--- src/rtl/lsu_pkg.sv ---
// lsu_pkg: shared constants, state encoding and byte-lane helpers for the load/store unit.
//   OP_LOAD / OP_STORE      : recognised major opcodes
//   F3_*                    : funct3 access size / signedness encodings
//   lsu_state_e             : controller FSM states
//   store_be / store_data   : lane enables and replicated data for a store
package lsu_pkg;

    localparam logic [6:0] OP_LOAD  = 7'b0000011;
    localparam logic [6:0] OP_STORE = 7'b0100011;

    localparam logic [2:0] F3_LB  = 3'b000;
    localparam logic [2:0] F3_LH  = 3'b001;
    localparam logic [2:0] F3_LW  = 3'b010;
    localparam logic [2:0] F3_LBU = 3'b100;
    localparam logic [2:0] F3_LHU = 3'b101;
    localparam logic [2:0] F3_SB  = 3'b000;
    localparam logic [2:0] F3_SH  = 3'b001;
    localparam logic [2:0] F3_SW  = 3'b010;

    typedef enum logic [1:0] {
        StIdle,
        StReq,
        StWait,
        StResp
    } lsu_state_e;

    // Byte enables of a store; misaligned sizes never reach here.
    function automatic logic [3:0] store_be(input logic [2:0] f3, input logic [1:0] addr_lo);
        case (f3)
            F3_SB:   store_be = 4'b0001 << addr_lo;
            F3_SH:   store_be = 4'b0011 << {addr_lo[1], 1'b0};
            default: store_be = 4'b1111;
        endcase
    endfunction

    // Replicate narrow store data across all lanes so the enabled lanes carry it.
    function automatic logic [31:0] store_data(input logic [2:0] f3, input logic [31:0] wdata);
        case (f3)
            F3_SB:   store_data = {4{wdata[7:0]}};
            F3_SH:   store_data = {2{wdata[15:0]}};
            default: store_data = wdata;
        endcase
    endfunction

endpackage

--- src/rtl/lsu_load_align.sv ---
// lsu_load_align: combinational load data alignment and extension.
//   rdata  : raw 32-bit word from memory
//   addr   : byte offset within the word
//   funct3 : load size / signedness
//   data   : right-aligned, sign- or zero-extended result
module lsu_load_align
    import lsu_pkg::*;
(
    input  logic [31:0] rdata,
    input  logic [1:0]  addr,
    input  logic [2:0]  funct3,
    output logic [31:0] data
);

    logic [31:0] shifted;

    always_comb begin
        shifted = rdata >> {addr, 3'b000};
        case (funct3)
            F3_LB:   data = {{24{shifted[7]}}, shifted[7:0]};
            F3_LH:   data = {{16{shifted[15]}}, shifted[15:0]};
            F3_LBU:  data = {24'h0, shifted[7:0]};
            F3_LHU:  data = {16'h0, shifted[15:0]};
            default: data = shifted;
        endcase
    end

endmodule

--- src/rtl/lsu_ctrl.sv ---
// lsu_ctrl: single-outstanding load/store controller between the pipeline and a
// req/gnt/rvalid memory port.
//   req_*      : pipeline request (accepted when req_valid && req_ready)
//   mem_*      : word-aligned memory request, held until mem_gnt; read data on mem_rvalid
//   rsp_*      : one-cycle completion pulse with extended load data or error flag
//   busy       : high outside IDLE, stalls the pipeline
// Errors (misalignment, illegal funct3/opcode) are decided at acceptance and
// complete without touching memory.
module lsu_ctrl
    import lsu_pkg::*;
#(
    parameter int unsigned ADDR_W = 32
) (
    input  logic              clk,
    input  logic              rst_n,
    input  logic              req_valid,
    output logic              req_ready,
    input  logic [6:0]        req_opcode,
    input  logic [2:0]        req_funct3,
    input  logic [ADDR_W-1:0] req_addr,
    input  logic [31:0]       req_wdata,
    input  logic [4:0]        req_rd,
    output logic              mem_req,
    output logic              mem_we,
    output logic [3:0]        mem_be,
    output logic [ADDR_W-1:0] mem_addr,
    output logic [31:0]       mem_wdata,
    input  logic              mem_gnt,
    input  logic              mem_rvalid,
    input  logic [31:0]       mem_rdata,
    output logic              rsp_valid,
    output logic [31:0]       rsp_data,
    output logic [4:0]        rsp_rd,
    output logic              rsp_err,
    output logic              busy
);

    lsu_state_e        state_q;
    logic [2:0]        funct3_q;
    logic [1:0]        addr_lo_q;
    logic [4:0]        rd_q;
    logic              mem_req_q;
    logic              mem_we_q;
    logic [3:0]        mem_be_q;
    logic [ADDR_W-1:0] mem_addr_q;
    logic [31:0]       mem_wdata_q;
    logic              rsp_valid_q;
    logic [31:0]       rsp_data_q;
    logic [4:0]        rsp_rd_q;
    logic              rsp_err_q;

    logic              req_is_load;
    logic              req_is_store;
    logic              req_f3_ok;
    logic              req_misalign;
    logic              req_err;
    logic [31:0]       load_data;

    // Request decode, evaluated on the live request so errors skip memory entirely.
    always_comb begin
        req_is_load  = (req_opcode == OP_LOAD);
        req_is_store = (req_opcode == OP_STORE);
        if (req_is_load) begin
            req_f3_ok = req_funct3 inside {F3_LB, F3_LH, F3_LW, F3_LBU, F3_LHU};
        end else begin
            req_f3_ok = req_funct3 inside {F3_SB, F3_SH, F3_SW};
        end
        // funct3[1:0] is the size for both loads and stores: 01 half, 10 word.
        req_misalign = ((req_funct3[1:0] == 2'b01) && req_addr[0]) ||
                       ((req_funct3[1:0] == 2'b10) && (req_addr[1:0] != 2'b00));
        req_err      = !(req_is_load || req_is_store) || !req_f3_ok || req_misalign;
    end

    lsu_load_align u_load_align (
        .rdata  (mem_rdata),
        .addr   (addr_lo_q),
        .funct3 (funct3_q),
        .data   (load_data)
    );

    always_ff @(posedge clk or negedge rst_n) begin
        if (!rst_n) begin
            state_q     <= StIdle;
            funct3_q    <= '0;
            addr_lo_q   <= '0;
            rd_q        <= '0;
            mem_req_q   <= 1'b0;
            mem_we_q    <= 1'b0;
            mem_be_q    <= '0;
            mem_addr_q  <= '0;
            mem_wdata_q <= '0;
            rsp_valid_q <= 1'b0;
            rsp_data_q  <= '0;
            rsp_rd_q    <= '0;
            rsp_err_q   <= 1'b0;
        end else begin
            unique case (state_q)
                StIdle: begin
                    if (req_valid) begin
                        funct3_q  <= req_funct3;
                        addr_lo_q <= req_addr[1:0];
                        rd_q      <= req_rd;
                        if (req_err) begin
                            state_q     <= StResp;
                            rsp_valid_q <= 1'b1;
                            rsp_err_q   <= 1'b1;
                            rsp_data_q  <= '0;
                            rsp_rd_q    <= req_is_load ? req_rd : 5'd0;
                        end else begin
                            state_q     <= StReq;
                            mem_req_q   <= 1'b1;
                            mem_we_q    <= req_is_store;
                            mem_be_q    <= req_is_store ?
                                           store_be(req_funct3, req_addr[1:0]) : 4'b1111;
                            mem_addr_q  <= {req_addr[ADDR_W-1:2], 2'b00};
                            mem_wdata_q <= req_is_store ? store_data(req_funct3, req_wdata) : '0;
                        end
                    end
                end
                StReq: begin
                    if (mem_gnt) begin
                        mem_req_q <= 1'b0;
                        if (mem_we_q) begin
                            state_q     <= StResp;
                            rsp_valid_q <= 1'b1;
                            rsp_err_q   <= 1'b0;
                            rsp_data_q  <= '0;
                            rsp_rd_q    <= '0;
                        end else begin
                            state_q <= StWait;
                        end
                    end
                end
                StWait: begin
                    if (mem_rvalid) begin
                        state_q     <= StResp;
                        rsp_valid_q <= 1'b1;
                        rsp_err_q   <= 1'b0;
                        rsp_data_q  <= load_data;
                        rsp_rd_q    <= rd_q;
                    end
                end
                StResp: begin
                    state_q     <= StIdle;
                    rsp_valid_q <= 1'b0;
                    rsp_err_q   <= 1'b0;
                    rsp_data_q  <= '0;
                    rsp_rd_q    <= '0;
                end
                default: state_q <= StIdle;
            endcase
        end
    end

    assign req_ready = (state_q == StIdle);
    assign busy      = (state_q != StIdle);
    assign mem_req   = mem_req_q;
    assign mem_we    = mem_we_q;
    assign mem_be    = mem_be_q;
    assign mem_addr  = mem_addr_q;
    assign mem_wdata = mem_wdata_q;
    assign rsp_valid = rsp_valid_q;
    assign rsp_data  = rsp_data_q;
    assign rsp_rd    = rsp_rd_q;
    assign rsp_err   = rsp_err_q;

endmodule
--- config.mk ---
export PLATFORM = sky130hd
export DESIGN_NAME = lsu_ctrl
export DESIGN_NICKNAME = d
export VERILOG_FILES = /design/src/rtl/lsu_pkg.sv /design/src/rtl/lsu_load_align.sv /design/src/rtl/lsu_ctrl.sv
export SDC_FILE = /design/constraint.sdc
export NUM_CORES = 1
export LEC_CHECK = 0
export ABC_CLOCK_PERIOD_IN_PS = 4600
export BUFFER_PORTS_ARGS = -buffer_cell sky130_fd_sc_hd__buf_2
export CAP_MARGIN = 20
export CORE_ASPECT_RATIO = 0.6
export CORE_MARGIN = 2
export CORE_UTILIZATION = 25
export CTS_CLUSTER_DIAMETER = 50
export DETAILED_ROUTE_END_ITERATION = 10
export HOLD_SLACK_MARGIN = 0.08
export RECOVER_POWER = 100
export SLEW_MARGIN = 30
export SYNTH_ARGS = -nofsm -noshare
export SYNTH_HDL_FRONTEND = slang
export SYNTH_SLANG_ARGS = --single-unit
--- constraint.sdc ---
create_clock -name clk -period 4.6 [get_ports clk]
set_clock_uncertainty 0.2 [all_clocks]
set_input_delay 0.92 -clock clk [delete_from_list [all_inputs] [get_ports clk]]
set_output_delay 0.92 -clock clk [all_outputs]
set_load 0.05 [all_outputs]
# Word-level counts from Yosys, hierarchy flattened

Cells that the tools add are included.

Register bits after elaboration: 119
Word-level logic and storage cells: 97
Bits of input ports: 116
Output and inout port bits: 111

Reductions and logical operators: 21
Eq/ne operators: 20
Shift-type cells: 3
Bitwise operators: 1
Multiplexer cells: 39

Operators by type and width:

| kind                                           | count |
|---|---|
| one-hot mux 32 bit (4 select lines)            | 2 |
| two-way mux 32 bit                             | 6 |
| one-hot mux 32 bit (2 select lines)            | 1 |
| right shift 32 x 5 -> 32 bit                   | 1 |
| two-way mux 5 bit                              | 6 |
| one-hot mux 5 bit (4 select lines)             | 1 |
| two-way mux 1 bit                              | 13 |
| == test 3 bit (second input constant)          | 4 |
| inequality test 2 bit (second input constant)  | 5 |
| two-way mux 2 bit                              | 4 |
| one-hot mux 1 bit (4 select lines)             | 2 |
| one-hot mux 2 bit (4 select lines)             | 1 |
| one-hot mux 4 bit (2 select lines)             | 1 |
| == test 7 x 2 -> 1 bit (second input constant) | 1 |
| == test 7 x 6 -> 1 bit (second input constant) | 1 |
| == test 2 bit (second input constant)          | 3 |
| == test 3 x 1 -> 1 bit (second input constant) | 2 |
| zero test 3 bit                                | 2 |
| AND reduction 3 bit                            | 2 |
| nonzero test 2 bit                             | 3 |
| AND reduction 5 bit                            | 1 |
| nonzero test 5 bit                             | 1 |
| == test 2 x 1 -> 1 bit (second input constant) | 2 |
| logical OR 1 bit                               | 4 |
| other kinds (13)                               | 15 |

# Longest topological paths before layout

Word-level depth: 9
Depth in mapped cells: 9
Gate-level depth less buffers: 6

# By module

Synthesis repeated with hierarchy kept, for this count alone.

Cells, all modules: 532
Area, all modules: 5947.0 µm²

By module, submodules not included:

| module         | area each (µm²) | instances | cells each |
|---|---|---|---|
| lsu_ctrl       | 5252.5          | 1         | 425 |
| lsu_load_align | 694.4           | 1         | 107 |

# Worst setup path after synthesis

OpenSTA, ideal clock, no wires.

Kind: input-to-reg
Start point: in req_opcode[4]
End point: reg mem_wdata_q[3] (netlist: mem_wdata[3])
Slack: 1870 ps
Arrival time: 2409 ps
Stages: 6
Library setup time: 121 ps
Cells stage by stage: nor4_2 o2111ai_1 or2_2 clkbuf_1 clkbuf_1 a22o_1

Longest elaborated chain between the ends: 7

Ends and longest elaborated chain:

| element                                                                 | RTL line                       | RTL |
|---|---|---|
| start, declared                                                         | lsu_ctrl.sv:18                 | `input logic [6:0] req_opcode,` |
| == test 7 x 2 -> 1 bit / == test 7 x 6 -> 1 bit (equally long branches) | lsu_ctrl.sv:61, lsu_ctrl.sv:62 |  |
| two-way mux 1 bit / logical OR 1 bit (equally long branches)            | lsu_ctrl.sv:63, lsu_ctrl.sv:71 |  |
| zero test 1 bit                                                         | lsu_ctrl.sv:71                 | `req_err = !(req_is_load \|\| req_is_store) \|\| !req_f3_ok \|\| req_misalign;` |
| logical OR 1 bit (2 in series)                                          | lsu_ctrl.sv:71                 |  |
| inverter 1 bit (no source line)                                         | n/a                            |  |
| AND reduction 3 bit (no source line)                                    | n/a                            |  |
| end signal, assigned                                                    | lsu_ctrl.sv:116                | `mem_wdata_q <= req_is_store ? store_data(req_funct3, req_wdata) : '0;` |
| end, declared                                                           | lsu_ctrl.sv:46                 | `logic [31:0] mem_wdata_q;` |

Parallel ways exist; a longest one is shown, timed or not.
A chain may end at the register's enable or synchronous reset.

# Worst setup path after layout

Start point: in req_opcode[4]
End point: reg mem_wdata_q[7] (netlist: mem_wdata[7])

The elaborated chain is that of the path after synthesis.

==> implementation parameters <==
Parameter                              Value

Critical path
  Worst Setup End Kind    register
  Master of the slowest instance on the critical path    sky130_fd_sc_hd__clkbuf_2
  Critical setup path kind    primary input to register
  Total buffers and inverters traversed by the critical path    2
  Series of cell instances along the critical path    buf_2 -> nor4_1 -> o2111ai_1 -> or2_2 -> clkbuf_2 -> a22o_1
  Critical path fanouts, max    63
  Startpoint Class    primary input
  CP required    4.69 ns
  CP delay by family, top    simple AND/OR/NAND/NOR gates
  Signal arrival time at the worst endpoint    3.72 ns
  Crit-path max cell delay    0.72 ns

Clock network
  Clock buffer count from CTS    17
  Buffers inserted during post-CTS setup optimization    0
  CTS Root Buffer Type    sky130_fd_sc_hd__clkbuf_16
  CTS clk-pin slew, worst paths    0.05 ns
  Quantity of gates resized following cts    0
  Largest buffer count on any clock path    2
  Max H-tree Level    4
  Count of clock tree sinks    119
  Clock latency on the worst-skew pair    0.41 ns
  TritonCTS clock tree    done
  Post-CTS Hold Buffers    0

Synth
  Number of synthesized flops with an enable pin    0
  Area of the mapped netlist    5700 um2
  Cell taking the most area after synthesis    sky130_fd_sc_hd__dfrtp_1
  Mean Syn Cell Area    9.81 um2
  Area share of the leading cell type in the synthesized netlist    0.522
  Yosys cell types    42
  Proportion of synthesized chip area in sequential cells    0.522
  FF+latch count, synth    119
  Cell count after synthesis    581
  Ranking of synthesized cells by area    sky130_fd_sc_hd__dfrtp_1 52%, sky130_fd_sc_hd__nand2_1 11%, sky130_fd_sc_hd__mux2i_1 7.2%
  Top cells by instance count after synthesis    172 x sky130_fd_sc_hd__nand2_1, 119 x sky130_fd_sc_hd__dfrtp_1, 49 x sky130_fd_sc_hd__o21ai_0
  Number of synthesis warnings    0
  Most used flip-flop cell after synthesis    sky130_fd_sc_hd__dfrtp_1
  Most numerous cell in the Yosys netlist    sky130_fd_sc_hd__nand2_1
  Async set-reset flop share out of synthesis    1.00

GRT
  Via count of the first global-routing pass    4710
  First-pass GRT wire length    27.6 mm
  Initial antenna violation count    2
  Gr usage total    0.154
  Largest net degree at the start of global routing    77
  Total grt overflow    0

STA
  Fin crit period    3.63 ns
  Relative max-transition margin    -0.764
  Worst slew pin tran    2.65 ns
  Number of failing hold endpoints at the final stage    0
  Post-route fraction of the period consumed by the critical path    0.788
  Finish-stage setup viols    0
  Setup TNS after final layout    0 ns
  Maximum clock rate    276 MHz
  Setup repair after global routing missed its margin    no
  Slew Viols, Final    47

Floorplanning
  Core Box Area    22200 um2
  Overall die height    121 um
  Width of the chip    199 um
  Starting Density    0.257
  Row count    42
  Area of the die    24100 um2
  IO Pins    227

Final layout
  Fraction of final layout cells sized beyond drive strength 1    0.214
  Diodes inserted    0
  Syn-to-layout area delta    31.7%
  Number of nets in the layout    912
  Final instance area    7510 um2

Outcome
  Outcome    finished, violations left
  Violated checks    max-capacitance violations, max-slew violations

Power and ir drop
  Maximum vdd drop    0.405 mV
  Leakage Power    3.58 nW
  Power Dens Cells    623 nW/um2

Drt
  Via total after detailed routing    5005
  Detail-routed net length per standard cell    16.3 um
  Final routed DRC violation total    0
  Number of DRC markers in iteration 0    256
  First-pass iteration count of the detailed router    5
  Post-detailed-routing wire length    18.1 mm
  Post-route antenna net violation count    0
  Via-per-instance ratio    4.51

Place
  Count of buffers from port buffering    224
  Weighted congestion at the end of routability-driven global placement    0.835
  Sum of net half-perimeters after detailed placement    13.3 mm
  Post-DP Area    7120 um2

Run
  Max-cap violations    1

Worst hold path
  Hold WC Path Type    register to register
[layer usage]
metal / vias to the layer above / wire [um] / global-route usage
li1: 2439 / - / -
met1: 2382 / 8900 / 0.221
met2: 163 / 7580 / 0.217
met3: 19 / 1380 / 0.0550
met4: 2 / 194 / 0.0424
met5: - / 11 / 0
[registers in the layout, indices dropped and copies added (netlist names)]
signal	count
addr_lo_q	2
funct3_q	3
mem_addr	30
mem_be	4
mem_req	1
mem_wdata	32
mem_we	1
rd_q	5
rsp_data	32
rsp_err	1
rsp_rd	5
rsp_valid	1
state_q	2
[where the power goes]
part           leakage, nW  internal, mW  switching [mW]
logic                 1.68         0.542            1.35
clock network        0.282         0.860           0.460
registers             1.61          1.26           0.199
[worst reg2reg max path, stage by stage (launching register included)]
cell,delay (ns)
sky130_fd_sc_hd__dfrtp_1,0.44
sky130_fd_sc_hd__inv_1,0.11
sky130_fd_sc_hd__ha_1,0.32
sky130_fd_sc_hd__nand2_1,0.45
sky130_fd_sc_hd__or2_2,0.44
sky130_fd_sc_hd__clkbuf_2,0.72
sky130_fd_sc_hd__a22o_1,0.47
[kinds of logic after synthesis]
group	synth area share
and+or+nand+nor	0.147
AOI/OAI and AO/OA	0.174
DFF	0.522
muxes	0.110
buffers and inverters	0.0371
adders and majority gates	0.00878
other	0.000658
[final cells by class]
cell class,count,area [um2]
sequential,119,2980
tap,308,385
clock inverter,3,65.1
timing repair buffer,233,1060
clock buffer,26,509
inverter,6,22.5
multi-input combinational,415,2490
fill,2354,14700
[cells in the final DEF, fill, tap and decap left out, types with 4 or more instances in the layout]
master / Yosys / final
sky130_fd_sc_hd__a21oi_1: 12 / 12
sky130_fd_sc_hd__o21a_1: 8 / 8
sky130_fd_sc_hd__mux2i_1: 41 / 41
sky130_fd_sc_hd__mux2_2: 17 / 17
sky130_fd_sc_hd__o2bb2ai_1: 7 / 7
sky130_fd_sc_hd__clkbuf_8: 0 / 5
sky130_fd_sc_hd__o21ai_0: 49 / 49
sky130_fd_sc_hd__a22oi_1: 5 / 5
sky130_fd_sc_hd__buf_2: 7 / 114
sky130_fd_sc_hd__buf_4: 2 / 6
sky130_fd_sc_hd__a211oi_1: 8 / 8
sky130_fd_sc_hd__dfrtp_1: 119 / 119
sky130_fd_sc_hd__o211ai_1: 10 / 10
sky130_fd_sc_hd__a22o_1: 17 / 17
sky130_fd_sc_hd__ha_1: 4 / 4
sky130_fd_sc_hd__o31ai_1: 3 / 9
sky130_fd_sc_hd__nand2_1: 172 / 172
sky130_fd_sc_hd__nor2b_1: 4 / 4
sky130_fd_sc_hd__a21o_1: 8 / 8
sky130_fd_sc_hd__nor2_1: 15 / 13
sky130_fd_sc_hd__inv_1: 6 / 6
sky130_fd_sc_hd__clkbuf_16: 0 / 17
sky130_fd_sc_hd__clkbuf_1: 25 / 115
[metrics by stage]
| stage | instances | setup slack, ns | utilization | power [mW] | hold slack (ns) |
|---|---|---|---|---|---|
| finish | 1110 | 0.974 | 0.338 | 4.68 | 0.267 |
| global route | 1110 | 0.635 | 0.338 | 4.98 | 0.292 |
| CTS | 1110 | 1.37 | 0.346 | 4.81 | 0.237 |
| detailed placement | 1081 | 1.11 | 0.320 | 3.46 | 0.257 |
| global placement | 1081 | 1.16 | 0.320 | 3.44 | 0.253 |
| floorplan | 582 | 1.87 | - | 2.93 | 0.280 |
[worst paths after layout]
| path | cells after the start | to | from | slack [ns] |
|---|---|---|---|---|
| worst min register to register | 2 | mem_addr[9] | mem_addr[9] | 0.27 |
| worst max-delay path | 6 | mem_wdata[7] | req_opcode[4] | 0.97 |
| worst max register to register | 6 | mem_wdata[7] | state_q[0] | 1.34 |
| worst min-delay path | 2 | mem_addr[9] | mem_addr[9] | 0.27 |
| max in group asynchronous | 2 | mem_wdata[27] | rst_n | 1.44 |
| min in group asynchronous | 1 | rsp_data[0] | rst_n | 1.13 |
(Power assumes the default switching activity.)
